## src/rtl/dcnn_io_pkg.sv

```systemverilog
// Constants and state encoding shared by the DCNN coordinator and its
// image-load path.
package dcnn_io_pkg;

  localparam int          DEF_IMAGE_PIXELS = 784;
  localparam logic [15:0] DEF_PIXEL_ONE    = 16'h0100;

  typedef enum logic [1:0] {
    IDLE = 2'd0,
    EMIT = 2'd1,
    DONE = 2'd2
  } decomp_state_e;

endpackage

```

## src/rtl/image_decompressor.sv

```systemverilog
// Run-length expander: turns compressed {value, run} words into consecutive
// pixel writes into the shared parameter/image RAM.
module image_decompressor
  import dcnn_io_pkg::*;
#(
  parameter int                IMAGE_PIXELS = DEF_IMAGE_PIXELS,
  parameter int                DATA_W       = 16,
  parameter int                ADDR_W       = 16,
  parameter int                RUN_W        = 6,
  parameter logic [DATA_W-1:0] PIXEL_ONE    = DEF_PIXEL_ONE
) (
  input  logic                                  clk,
  input  logic                                  RST,
  input  logic                                  load,
  input  logic                                  cnn,
  input  logic [15:0]                           Din,
  input  logic                                  dinValid,
  input  logic [ADDR_W-1:0]                     imageBaseAddr,
  output logic                                  ready,
  output logic [ADDR_W-1:0]                     ramAddress,
  output logic [DATA_W-1:0]                     ramDataIn,
  output logic                                  writeSignal,
  output logic [$clog2(IMAGE_PIXELS+1)-1:0]     pixelCount,
  output logic                                  imageDone,
  output logic                                  overflow
);

  localparam int             CNT_W   = $clog2(IMAGE_PIXELS + 1);
  localparam logic [RUN_W-1:0] MAX_RUN = RUN_W'(32);
  localparam logic [CNT_W-1:0] LAST_CNT = CNT_W'(IMAGE_PIXELS);

  decomp_state_e     r_state;
  logic [RUN_W-1:0]  r_rem;
  logic              r_value;
  logic [ADDR_W-1:0] r_base;
  logic [CNT_W-1:0]  r_count;
  logic              r_write;
  logic [ADDR_W-1:0] r_addr;
  logic [DATA_W-1:0] r_data;
  logic              r_done;
  logic              r_ovf;

  logic              w_act;
  logic [RUN_W-1:0]  w_run_raw;
  logic [RUN_W-1:0]  w_run;
  logic [ADDR_W-1:0] w_base;
  logic [ADDR_W-1:0] w_addr;
  logic              w_unused_bits;

  assign w_act         = load & ~cnn;
  assign w_run_raw     = Din[RUN_W-1:0];
  assign w_run         = (w_run_raw > MAX_RUN) ? MAX_RUN : w_run_raw;
  assign w_unused_bits = ^Din[14:RUN_W];

  // The first word of an image uses the live base; later words reuse the latched one.
  assign w_base = (r_count == '0) ? imageBaseAddr : r_base;
  assign w_addr = w_base + ADDR_W'(r_count);

  always_ff @(posedge clk) begin
    if (RST) begin
      r_state <= IDLE;
      r_rem   <= '0;
      r_value <= 1'b0;
      r_base  <= '0;
      r_count <= '0;
      r_write <= 1'b0;
      r_addr  <= '0;
      r_data  <= '0;
      r_done  <= 1'b0;
      r_ovf   <= 1'b0;
    end else begin
      r_write <= 1'b0;
      case (r_state)
        IDLE: begin
          if (w_act && dinValid) begin
            if (r_count == '0) r_base <= imageBaseAddr;
            r_value <= Din[15];
            if (w_run != '0) begin
              // The first pixel is issued on the accept edge so it is visible next cycle.
              r_state <= EMIT;
              r_rem   <= w_run;
              r_write <= 1'b1;
              r_addr  <= w_addr;
              r_data  <= Din[15] ? PIXEL_ONE : '0;
              r_count <= r_count + 1'b1;
            end
          end
        end
        EMIT: begin
          if (!w_act) begin
            r_state <= IDLE;
            r_count <= '0;
          end else if (r_count == LAST_CNT) begin
            r_state <= DONE;
            r_done  <= 1'b1;
            if (r_rem > RUN_W'(1)) r_ovf <= 1'b1;
          end else if (r_rem == RUN_W'(1)) begin
            r_state <= IDLE;
          end else begin
            r_rem   <= r_rem - 1'b1;
            r_write <= 1'b1;
            r_addr  <= w_addr;
            r_data  <= r_value ? PIXEL_ONE : '0;
            r_count <= r_count + 1'b1;
          end
        end
        DONE: begin
          if (!w_act) begin
            r_state <= IDLE;
            r_count <= '0;
            r_done  <= 1'b0;
          end
        end
        default: r_state <= IDLE;
      endcase
    end
  end

  assign ready       = w_act && (r_state == IDLE);
  assign ramAddress  = r_addr;
  assign ramDataIn   = r_data;
  assign writeSignal = r_write;
  assign pixelCount  = r_count;
  assign imageDone   = r_done;
  assign overflow    = r_ovf;

endmodule
```

## config.mk

```make
export PLATFORM = sky130hd
export DESIGN_NAME = image_decompressor
export DESIGN_NICKNAME = d
export VERILOG_FILES = /design/src/rtl/dcnn_io_pkg.sv /design/src/rtl/image_decompressor.sv
export SDC_FILE = /design/constraint.sdc
export NUM_CORES = 1
export LEC_CHECK = 0
export BUFFER_PORTS_ARGS = -buffer_cell sky130_fd_sc_hd__buf_2
export CAP_MARGIN = 20
export CORE_ASPECT_RATIO = 1.25
export CORE_MARGIN = 5
export CORE_UTILIZATION = 55
export CTS_CLUSTER_SIZE = 40
export DETAILED_ROUTE_END_ITERATION = 6
export HOLD_SLACK_MARGIN = 0.12
export MAX_ROUTING_LAYER = met4
export PLACE_DENSITY_LB_ADDON = 0.08
export SYNTH_ARGS = -nofsm -noshare
export SYNTH_HDL_FRONTEND = slang
export SYNTH_SLANG_ARGS = --single-unit
export TNS_END_PERCENT = 10
```

## constraint.sdc

```tcl
create_clock -name clk -period 6 [get_ports clk]
set_clock_uncertainty 0.1 [all_clocks]
set_input_delay 1.5 -clock clk [delete_from_list [all_inputs] [get_ports clk]]
set_output_delay 1.5 -clock clk [all_outputs]
set_load 0.01 [all_outputs]
```

==> impl_results.md <==
- TNS Setup: 0 ns
- Root Buffer: clkbuf_8
- Worst slew pin tran: 0.827 ns
- #FFs+latches synth: 55
- Reg2reg end: ramAddress[12]
- Net Sw Frac: 31.6%
- Antenna violations before repair: 0
- RSZ-0062 raised after global routing: false
- Largest net degree at the start of global routing: 57
- Die width: 79.5 µm
- R2R Setup Slk: 2.16 ns
- Initial Util: a little under three fifths
- Final period util: 64.0%
- Cell area after layout: 3710 µm²
- DRT iter0 DRCs: around 160
- # rows: 31
- Register area: about 1100 µm²
- N_diodes: 0
- Max Freq: roughly 0.26 GHz
- Cell area power density: approximately 230 nW/µm²
- Top-area cell type share of the netlist area: between 30% and 40%
- Placer Congestion: slightly below 0.9
- TritonCTS buffer count: 5
- Area leader, netlist: dfxtp_1
- Post-synth ARST share: 0%
- Port bufs: 58
- Number of I/O pins: 83
- DR WL/cell: roughly 14 µm
- Gr ovfl total: 0
- Ranking of synthesized cells by area: dfxtp_1 (33%), ha_1 (7.2%), mux2i_1 (5.7%)
- R2R cell count: 13
- Pre-antenna DRT Iters: 4
- RR Startpoint: pixelCount[1]
- DP Area: 3610 µm²
- Worst hold endpoint: ramAddress[6]
- Clk sinks: 55
- Synth Area per Inst: ~8 µm²
- Crit path capture type: flop
- Routed vias/inst: between 5 and 6
- MaxCap Viol Count: 0
- Reg clk slew, reported paths: approximately 0.09 ns
- Leak: approximately 1.5 nW
- Remaining DRCs: 0
- Commonest cells post-synth: dfxtp_1 (55), nor2_1 (47), nand2_1 (43)
- Peak supply drop: 135 µV
- Synth Flop Type: dfxtp_1
- Post-Synthesis Cells: between 400 and 500
- # H-tree levels: 2
- Die footprint: around 7700 µm²
- CTS tree: yes
- Rel. slew slack: 44.9%
- Most frequent cell after synthesis: dfxtp_1
- Sequential Power Share: around 48%
- Post-synthesis cell type count: 52
- Crit-path slowest cell: nand3_2
- Mapped cell area: ~3300 µm²
- Clk pwr share: 25.6%
- Routed WL: roughly 7500 µm
- Min-delay src: ramAddress[6]
- NetSw: about 0.27 mW
- Hold Crit Class: reg2reg
- Post-synth EDFFs: 0
- Filler cells: around 560
- Die H: between 90 and 100 µm
- DPL Wire Length: approximately 5500 µm
- Clk Latency, worst-skew pair: 0.30 ns
- Hold Path Stages: 2
- Via count: around 2900
- Outcome: completed
- Min Clock Period, post-route: 3.84 ns
- Crit path cell chain: inv_1 -> ha_1 -> nor2b_1 -> nand3_2 -> mux2_2 -> ha_1 -> fa_1 -> nand3_1 -> a211oi_1 -> o211ai_1 -> a22oi_1 -> or4_1 -> nand3_1
- Area growth syn-to-layout: 11.5%
- Number of post-CTS setup repair buffers: 0
- Final Max Slew Viols: 0
- Worst EP arrival: 3.99 ns
- Multi-input gate area: between 2000 and 2500 µm²
- Routed Antenna Nets: 0
- Global Route Usage Sum: approximately a fifth
- Final Hold Fails: 0
- WP data required: a little over 6 ns
- Layout cells sized above 1: 18.2%
- Setup violators final: 0
- Core footprint: 5860 µm²
- Crit Path Class: reg2reg
- Vias in the first global route: ~2900
- CTS Hold Bufs: 0
- Syn. warnings: 0
- Cts repair resizes: 0
- # nets final: slightly above 500
- First-pass GRT wire length: about 13000 µm
- Slowest cell delay on critical path: 0.52 ns
- CP max FO: 24
- Post-synthesis sequential area ratio: about a third
- Startpoint Class: flop
- Internal: slightly below 0.6 mW
- Comb power frac: ~27%
- CTS max path bufs: 2
[metal layers]
metal | wire (µm) | global-route usage [%] | vias to the layer above
met4 | 73 | 5.82 | 0
met5 | 0 | - | -
li1 | - | - | 1514
met2 | 3710 | 34.5 | 62
met3 | 311 | 3.62 | 8
met1 | 3420 | 25.8 | 1357
[placed cells by master, fill, tap and decap left out, types with 4 or more instances in the layout]
master    instances
a211oi_1         11
a21oi_1          33
buf_2            58
clkbuf_8          7
conb_1           15
dfxtp_1          55
ha_1             19
inv_1            13
mux2_2           11
mux2i_1          19
nand2_1          43
nand3_1          15
nand3b_1          7
nand4_1           5
nor2_1           47
nor2b_1           4
nor3_1           11
nor4_1            7
o21ai_0          14
or3_1             4
or4_1             4
xnor2_1          12
[flip-flops by register name (all words and copies together), names as in the netlist]
| signal | cells |
|---|---|
| overflow | 1 |
| writeSignal | 1 |
| ramDataIn | 1 |
| pixelCount | 10 |
| ramAddress | 16 |
| r_rem | 6 |
| imageDone | 1 |
| r_state | 2 |
| r_value | 1 |
| r_base | 16 |
[cell families after synthesis]
| logic type | synth area share, % |
|---|---|
| XOR/XNOR | 3.95 |
| other | 0.113 |
| flip-flops | 33.1 |
| adder cells (fa/ha/maj) | 7.75 |
| AND/OR/NAND/NOR | 24.2 |
| multiplexers | 9.45 |
| buffers and inverters | 7.04 |
| AO/OA/AOI/OAI | 14.3 |
[metrics by stage]
| stage | worst slack [ns] | instances | total power, mW | hold WS [ns] | utilization (%) |
|---|---|---|---|---|---|
| 2_1_floorplan | 2.29 | 421 | 0.593 | 0.354 | - |
| 3_3_place_gp | 2.16 | 531 | 0.645 | 0.338 | 61.6 |
| 3_5_place_dp | 2.13 | 531 | 0.649 | 0.346 | 61.6 |
| 4_1_cts | 2.13 | 539 | 0.871 | 0.358 | 63.3 |
| 5_1_grt | 1.87 | 539 | 0.919 | 0.389 | 63.3 |
| 6_report | 2.16 | 539 | 0.860 | 0.353 | 63.3 |
[cell type report]
type	count	share of cell area, %
multi-input combinational	320	55.1
tap	82	2.77
sequential	55	29.7
clock buffer	8	2.70
inverter	13	1.32
timing repair buffer	61	8.44
[power by group through the flow]
stage / Sequential (mW) / Combinational, mW / Clock (mW)
after floorplan: 0.423 / 0.170 / 0
after global placement: 0.418 / 0.227 / 0
after detailed placement: 0.419 / 0.230 / 0
after CTS: 0.410 / 0.232 / 0.229
after global routing: 0.415 / 0.260 / 0.244
final: 0.410 / 0.230 / 0.220
[worst max-delay path by stage]
| stage | cells past startpoint | start | to | slack, ns |
|---|---|---|---|---|
| after global routing | 13 | pixelCount[0] | ramAddress[12] | 1.87 |
| after CTS | 13 | pixelCount[1] | ramAddress[12] | 2.13 |
| final | 13 | pixelCount[1] | ramAddress[12] | 2.16 |
| after global placement | 10 | imageBaseAddr[0] | ramAddress[12] | 2.16 |
| after floorplan | 14 | pixelCount[1] | ramAddress[15] | 2.29 |
| after detailed placement | 10 | imageBaseAddr[0] | ramAddress[12] | 2.13 |
[critical path: cells and delay by family, from the launching register on]
| kind | cells | cell delay [ns] |
|---|---|---|
| buffers and inverters | 1 | 0.09 |
| muxes | 1 | 0.49 |
| adders and majority gates | 3 | 0.75 |
| and+or+nand+nor | 5 | 1.36 |
| DFF | 1 | 0.40 |
| AOI/OAI and AO/OA | 3 | 0.60 |
Power figures use the tool's default switching activity.
